### src/rtl/toggle_energy_meter.sv
// Counts 0->1 transitions on monitored gate outputs: saturating lifetime count per line
// plus per-window transition/energy totals delivered over a valid/ready report port.

module tem_line_cnt #(
  parameter int CNT_W = 16
) (
  input  logic             clk,
  input  logic             reset,
  input  logic             clear,
  input  logic             inc,
  output logic [CNT_W-1:0] cnt
);
  logic [CNT_W-1:0] cnt_q, cnt_d;

  always_comb begin
    cnt_d = cnt_q;
    if (clear)                        cnt_d = '0;
    else if (inc && (cnt_q != '1))    cnt_d = cnt_q + 1'b1;
  end

  always_ff @(posedge clk) begin
    if (reset) cnt_q <= '0;
    else       cnt_q <= cnt_d;
  end

  assign cnt = cnt_q;
endmodule

module toggle_energy_meter #(
  parameter int N_LINES     = 4,
  parameter int CNT_W       = 16,
  parameter int E_PER_TRANS = 1,
  parameter int E_W         = 24,
  parameter int WINDOW      = 256,
  localparam int SEL_W      = (N_LINES > 1) ? $clog2(N_LINES) : 1
) (
  input  logic               clk,
  input  logic               reset,
  input  logic               enable,
  input  logic [N_LINES-1:0] sense,
  input  logic               clear,
  input  logic [SEL_W-1:0]   sel_line,
  output logic [CNT_W-1:0]   sel_count,
  output logic               rpt_valid,
  input  logic               rpt_ready,
  output logic [CNT_W-1:0]   rpt_trans,
  output logic [E_W-1:0]     rpt_energy,
  output logic               rpt_overrun
);
  localparam int PW    = $clog2(N_LINES + 1);
  localparam int WIN_W = $clog2(WINDOW);
  localparam int EXW   = E_W + 32;

  typedef enum logic [1:0] {IDLE, ARM, MEASURE} state_t;

  state_t             state_q, state_d;
  logic [N_LINES-1:0] prev_q, prev_d;
  logic [WIN_W-1:0]   win_cnt_q, win_cnt_d;
  logic [CNT_W-1:0]   win_trans_q, win_trans_d;
  logic [E_W-1:0]     win_energy_q, win_energy_d;
  logic               rpt_valid_q, rpt_valid_d;
  logic [CNT_W-1:0]   rpt_trans_q, rpt_trans_d;
  logic [E_W-1:0]     rpt_energy_q, rpt_energy_d;
  logic               rpt_overrun_q, rpt_overrun_d;

  logic [N_LINES-1:0]            rise;
  logic [PW-1:0]                 pop;
  logic                          meas, win_last, accept;
  logic [CNT_W:0]                t_sum;
  logic [CNT_W-1:0]              t_sat;
  logic [EXW-1:0]                e_sum;
  logic [E_W-1:0]                e_sat;
  logic [N_LINES-1:0][CNT_W-1:0] life;

  assign meas     = (state_q == MEASURE) && enable;
  assign win_last = meas && (win_cnt_q == WIN_W'(WINDOW - 1));
  assign accept   = rpt_valid_q && rpt_ready;
  assign rise     = sense & ~prev_q;

  always_comb begin
    pop = '0;
    for (int i = 0; i < N_LINES; i++) pop = pop + PW'(rise[i]);
  end

  // Sums including this cycle's rises, saturated; feed both the accumulators and the report.
  always_comb begin
    t_sum = {1'b0, win_trans_q} + (CNT_W+1)'(pop);
    t_sat = t_sum[CNT_W] ? '1 : t_sum[CNT_W-1:0];
    e_sum = EXW'(win_energy_q) + EXW'(pop) * EXW'(E_PER_TRANS);
    e_sat = (|e_sum[EXW-1:E_W]) ? '1 : e_sum[E_W-1:0];
  end

  genvar g;
  generate
    for (g = 0; g < N_LINES; g++) begin : g_line
      tem_line_cnt #(.CNT_W(CNT_W)) u_cnt (
        .clk  (clk),
        .reset(reset),
        .clear(clear),
        .inc  (meas & rise[g]),
        .cnt  (life[g])
      );
    end
  endgenerate

  always_comb begin
    state_d      = state_q;
    prev_d       = prev_q;
    win_cnt_d    = win_cnt_q;
    win_trans_d  = win_trans_q;
    win_energy_d = win_energy_q;
    case (state_q)
      IDLE: if (enable) state_d = ARM;
      ARM: begin
        prev_d       = sense;
        win_cnt_d    = '0;
        win_trans_d  = '0;
        win_energy_d = '0;
        state_d      = enable ? MEASURE : IDLE;
      end
      MEASURE: begin
        if (!enable) begin
          state_d      = IDLE;
          win_cnt_d    = '0;
          win_trans_d  = '0;
          win_energy_d = '0;
        end else begin
          prev_d = sense;
          if (win_last) begin
            win_cnt_d    = '0;
            win_trans_d  = '0;
            win_energy_d = '0;
          end else begin
            win_cnt_d    = win_cnt_q + 1'b1;
            win_trans_d  = t_sat;
            win_energy_d = e_sat;
          end
        end
      end
      default: state_d = IDLE;
    endcase
  end

  // A finished window loads only if the slot is free or being freed this edge.
  always_comb begin
    rpt_valid_d   = rpt_valid_q;
    rpt_trans_d   = rpt_trans_q;
    rpt_energy_d  = rpt_energy_q;
    rpt_overrun_d = rpt_overrun_q;
    if (accept) rpt_valid_d = 1'b0;
    if (win_last) begin
      if (!rpt_valid_q || accept) begin
        rpt_valid_d  = 1'b1;
        rpt_trans_d  = t_sat;
        rpt_energy_d = e_sat;
      end else begin
        rpt_overrun_d = 1'b1;
      end
    end
    if (clear) rpt_overrun_d = 1'b0;
  end

  always_ff @(posedge clk) begin
    if (reset) begin
      state_q       <= IDLE;
      prev_q        <= '0;
      win_cnt_q     <= '0;
      win_trans_q   <= '0;
      win_energy_q  <= '0;
      rpt_valid_q   <= 1'b0;
      rpt_trans_q   <= '0;
      rpt_energy_q  <= '0;
      rpt_overrun_q <= 1'b0;
    end else begin
      state_q       <= state_d;
      prev_q        <= prev_d;
      win_cnt_q     <= win_cnt_d;
      win_trans_q   <= win_trans_d;
      win_energy_q  <= win_energy_d;
      rpt_valid_q   <= rpt_valid_d;
      rpt_trans_q   <= rpt_trans_d;
      rpt_energy_q  <= rpt_energy_d;
      rpt_overrun_q <= rpt_overrun_d;
    end
  end

  always_comb begin
    sel_count = '0;
    for (int i = 0; i < N_LINES; i++)
      if (SEL_W'(i) == sel_line) sel_count = life[i];
  end

  assign rpt_valid   = rpt_valid_q;
  assign rpt_trans   = rpt_trans_q;
  assign rpt_energy  = rpt_energy_q;
  assign rpt_overrun = rpt_overrun_q;
endmodule

### config.mk
export PLATFORM = sky130hd
export DESIGN_NAME = toggle_energy_meter
export DESIGN_NICKNAME = d
export VERILOG_FILES = /design/src/rtl/toggle_energy_meter.sv
export SDC_FILE = /design/constraint.sdc
export NUM_CORES = 1
export LEC_CHECK = 0
export BUFFER_PORTS_ARGS = -buffer_cell sky130_fd_sc_hd__buf_2
export CORE_MARGIN = 3
export CORE_UTILIZATION = 40
export DETAILED_ROUTE_END_ITERATION = 8
export MAX_ROUTING_LAYER = met4
export REMOVE_ABC_BUFFERS = 1
export SYNTH_ARGS = -nofsm -noshare
export SYNTH_HDL_FRONTEND = slang
export SYNTH_SLANG_ARGS = --single-unit
### constraint.sdc
create_clock -name clk -period 3.7 [get_ports clk]
set_input_delay 0.74 -clock clk [delete_from_list [all_inputs] [get_ports clk]]
set_output_delay 0.74 -clock clk [all_outputs]
set_load 0.02 [all_outputs]
Word-level counts from Yosys, hierarchy flattened

Index checks and enable logic that the tools add are counted.

$add $sub $neg: 10
Reduce and logical (&&, ||, !) cells: 18
Eq/ne operators: 13
Bitwise gates (word level): 7
Muxes and demuxes: 24

Operators by type and width:

| kind                  | count |
|---|---|
| $mux 16               | 7 |
| $mux 24               | 3 |
| $add 16x1->16 const B | 4 |
| $ne 16x16->1 const B  | 4 |
| $pmux 24 s2           | 1 |
| $pmux 16 s2           | 1 |
| $reduce_or 32->1      | 1 |
| $add 24x3->25         | 1 |
| $add 16x3->17         | 1 |
| $mux 8                | 2 |
| $pmux 8 s2            | 1 |
| $add 8x1->8 const B   | 1 |
| $eq 8x8->1 const B    | 1 |
| $pmux 4 s2            | 1 |
| $reduce_and 2->1      | 4 |
| $logic_and 1x1->1     | 7 |
| $mux 2                | 3 |
| $ne 2x2->1 const B    | 3 |
| $pmux 2 s3            | 1 |
| $and 1x1->1           | 4 |
| $and 4x4->4           | 1 |
| $eq 2x2->1 const A    | 2 |
| $logic_not 2->1       | 2 |
| $mux 4                | 1 |
| 13 further kinds      | 15 |

Output and inout port bits: 58
Bits of input ports: 11
Flip-flop bits (word level): 160
Logic and storage cells: 85

Longest topological paths before layout

Depth in word-level cells: 11
Mapped depth: 14
Depth with buffers taken out: 12

By module

A second synthesis with hierarchy kept.

Cell total of the unflattened synthesis: 1040
Area, all modules: 9112.5 um^2

Modules (own cells, without submodules):

| module              | sequential area each (um^2) | cells an instance | area each (um^2) | times used |
|---|---|---|---|---|
| toggle_energy_meter | 1921.8                      | 632               | 5444.0           | 1 |
| tem_line_cnt        | 320.3                       | 102               | 917.1            | 4 |

Least setup slack after synthesis

OpenSTA, ideal clock, no wires.

Kind: input to register
Start: input port sense[0]
End: register rpt_trans_q[10] (netlist: rpt_trans[10])
Buffers on the path: 0
Required time: 3614 ps
Setup time: 86 ps
Stages on the path: 12
Data arrival time: 3849 ps
Path slack: -234 ps
Cells stage by stage: nor2b_1 fa_1 ha_1 ha_1 inv_1 fa_1 nor3b_1 a21o_1 nand3_1 nor3_1 nor2_1 a211oi_1

Cells in the longest elaborated chain, start to end: 6

RTL lines:

| what                   | RTL line | source |
|---|---|---|
| start: declaration     | 40       | `input logic [N_LINES-1:0] sense,` |
| $and 4x4->4            | 78       | `assign rise = sense & ~prev_q;` |
| $add 1x1->2            | 82       | `for (int i = 0; i < N_LINES; i++) pop = pop + PW'(rise[i]);` |
| $add 2x1->3            | 82       |  |
| $add 3x1->3            | 82       |  |
| $add 16x3->17          | 87       | `t_sum = {1'b0, win_trans_q} + (CNT_W+1)'(pop);` |
| $mux 16                | 88       | `t_sat = t_sum[CNT_W] ? '1 : t_sum[CNT_W-1:0];` |
| end signal: assignment | 181      | `rpt_trans_q <= rpt_trans_d;` |
| end: declaration       | 62       | `logic [CNT_W-1:0] rpt_trans_q, rpt_trans_d;` |

No other way between the ends.
A chain may end at the register's enable or synchronous reset.

Worst setup path in the final report

Start: input port sense[0]
End: register win_energy_q[11]

Cells in the longest elaborated chain, start to end: 10

RTL lines:

| what                   | RTL line | source |
|---|---|---|
| $and 4x4->4 (*)        | 78       |  |
| $add 1x1->2 (*)        | 82       |  |
| $add 2x1->3 (*)        | 82       |  |
| $add 3x1->3 (*)        | 82       |  |
| $add 24x3->25 (*)      | 89       | `e_sum = EXW'(win_energy_q) + EXW'(pop) * EXW'(E_PER_TRANS);` |
| $reduce_or 32->1       | 90       | `e_sat = (\|e_sum[EXW-1:E_W]) ? '1 : e_sum[E_W-1:0];` |
| $mux 24 (*)            | 90       |  |
| $mux 24 (*)            | 129      | `if (win_last) begin` |
| $mux 24 (*)            | 122      | `if (!enable) begin` |
| $pmux 24 s2 (*)        | 112      | `case (state_q)` |
| end signal: assignment | 179      | `win_energy_q <= win_energy_d;` |
| end: declaration       | 60       | `logic [E_W-1:0] win_energy_q, win_energy_d;` |

Every way passes the cells marked *; elsewhere a longest branch is shown, timed or not.

==> summary.txt <==
status -> finished clean
reg-to-reg setup timing slack -> 0.32 ns
PD cells -> 373 nW/µm²
fin area -> 9630 µm²
drt first pass iters -> 5
global-route wire length before repair -> 34.8 mm
cells after synthesis -> 943
P&R area growth vs syn -> 18.3%
Post-Synthesis Mean Instance Area -> 8.63 µm²
Die Area -> 22100 µm²
Async S/R FF share, synth -> 0%
Final Cycle Share -> 96.2%
filler cell count -> 1867
post-synthesis xor/xnor area fraction -> 9.25%
Initial DRC Count -> 408
Inst Count DP -> 1280
top_reg_cell synth -> dfxtp_1
Leak Pwr -> 3.56 nW
overall die width -> 149 µm
Clock Sinks -> 160
Setup Buffers After CTS -> 0
critical path peak fanout -> 5
Detail Placement HPWL -> 15.1 mm
Max clock buf depth -> 2
Nets -> 1063
crit start category -> primary input
# IOs -> 69
min-delay worst type -> reg2reg
main combinational cell family by area after synthesis -> simple AND/OR/NAND/NOR gates
register area share after synthesis -> 39.4%
DRT Wirelength -> 21.0 mm
post-detailed-route count of antenna-violating nets -> 0
Max-Slew Margin vs Limit -> 51.7%
layout cell share with drive strength beyond 1 -> 20.1%
Tmin final -> 3.56 ns
RSZ-0062 raised after global routing -> no
worst vdd ir -> 0.286 mV
vias in the first global route -> 6708
fmax -> 281 MHz
vias post-DR -> 7017
Initial Util -> 41.3%
Post-Syn Area -> 8140 µm²
post-placement cell area -> 9050 µm²
IO Port Bufs -> 68
CTS H-tree lvls -> 4
type of the worst setup path -> in2reg
largest net degree at the start of global routing -> 35
antenna diode count -> 0
TNS Setup -> 0 ns
hold depth -> 2
final core utilization -> 48.8%
area fraction in compound gates after synthesis -> 15.0%
max_cap viols -> 0
Global Route Usage Sum -> 20.1%
initial antenna violation count -> 0
Yosys warnings -> 0
clk_skew -> 0.0124 ns
GPL Wtd Cong -> 0.883
row count -> 51
Post-Synth Simple-Gate Area -> 24.0%
CTS buffer count -> 17
Yosys reg bits -> 160
clock slew at reported path FFs -> 0.07 ns
Residual DRC -> 0
Final setup viols -> 0
most frequent cells in the layout -> 160 x dfxtp_1, 131 x nor2_1, 75 x nand2_1
hold_buf cts -> 0
Vias per Instance -> 5.35
Fin. Hold Viols -> 0
Worst Max-Slew Pin Slew -> 0.725 ns
TritonCTS clock tree -> done
EDFF count, synth -> 0
Die Ht -> 149 µm
most common cell after layout, fill and taps aside -> dfxtp_1
worst skew pair latency -> 0.42 ns
crit end category -> flop
Yosys cell types -> 67
Root Driver -> clkbuf_16
remaining global-route overflow -> 0
critical path arrival -> 3.88 ns
adder-cell share of the synthesized area -> 3.04%
r2r worst-path depth -> 12
final std cells w/o fill -> 1311
mux cell area share after synthesis -> 5.53%
Slew Limit Fails -> 0
Worst EP required -> 4.02 ns
Core ar. -> 19700 µm²
wire per inst -> 16.0 µm
## cells in the mapped netlist (all sizes together), types with 17 or more instances
cell type,count,area [µm²]
o21ai,53,265
xor2,47,412
nand4,26,175
a211oi,17,133
a21oi,76,444
xnor2,39,342
inv,17,63.8
nand3,47,235
nand2,76,293
nor3,24,120
clkbuf,40,154
nor2,134,527
dfxtp,160,3200
## path summary, 6_finish.rpt
path / end / startpoint
setup / recovery: win_energy_q[11] / sense[0]
hold reg to reg: rpt_energy[23] / rpt_energy[23]
setup reg to reg: win_energy_q[11] / prev_q[3]
hold / removal: rpt_energy[23] / rpt_energy[23]
## critical path, stage by stage
cell and delay, ns:
buf_2 0.12, nor2b_2 0.17, fa_1 0.48, ha_1 0.23, ha_1 0.29, buf_4 0.14
ha_1 0.28, a21oi_1 0.05, or3b_2 0.50, and2_1 0.20, nor3_1 0.24, xor2_1 0.13
a221o_1 0.30
## layout make-up
cell class              count  area (µm²)  share of cell area (%)
clock buffers              17         425                    4.42
clock inverters            14         121                    1.26
inverters                  17        63.8                   0.663
multi-input cells         714        4670                    48.5
flip-flops and latches    160        3200                    33.3
well taps                 265         332                    3.44
repair buffers            124         811                    8.42
## report_power, final
| group | leakage [nW] | switching, mW | internal [mW] |
|---|---|---|---|
| Combinational | 2.01 | 0.138 | 0.0778 |
| Clock | 0.266 | 0.770 | 0.880 |
| Sequential | 1.29 | 0.00452 | 1.73 |
| Total | 3.56 | 0.912 | 2.68 |
## kinds of logic (layout without fill, tap and decap cells)
family / count (synthesis) / after routing
AOI/OAI and AO/OA: 194 / 194
xor gates and xnor gates: 86 / 86
and+or+nand+nor: 391 / 391
DFF: 160 / 160
muxes: 25 / 25
buffers and inverters: 69 / 172
adders and majority gates: 18 / 18
## metal layers
layer  part of all wire [%]  vias up  track usage [%]
met5                      0        -                -
met1                     51     3338             27.7
met2                     44      125             30.0
met3                    3.5       30             3.87
met4                    1.9        0             6.14
li1                       -     3524                -
## metrics by stage
step                      hold slack, ns  setup slack [ns]  power (mW)
after CTS                          0.462            0.0421        3.64
final                              0.463             0.140        3.60
after global routing               0.473           0.00908        3.74
after global placement             0.439            -0.312        1.98
after detailed placement           0.449            -0.398        1.99
after floorplan                    0.434            -0.235        1.89
## what timing repair did
item                       4_1_cts  5_1_grt
setup endpoints to repair        0       54
hold endpoints to repair         0        0
gates resized for setup          0       10
## state kept, by name (all words and copies together) (netlist names)
register          cells
rpt_overrun           1
rpt_energy           24
g_line.u_cnt.cnt     64
rpt_trans            16
state_q               2
win_trans_q          16
prev_q                4
win_cnt_q             8
win_energy_q         24
rpt_valid             1
Power figures use the tool's default switching activity.
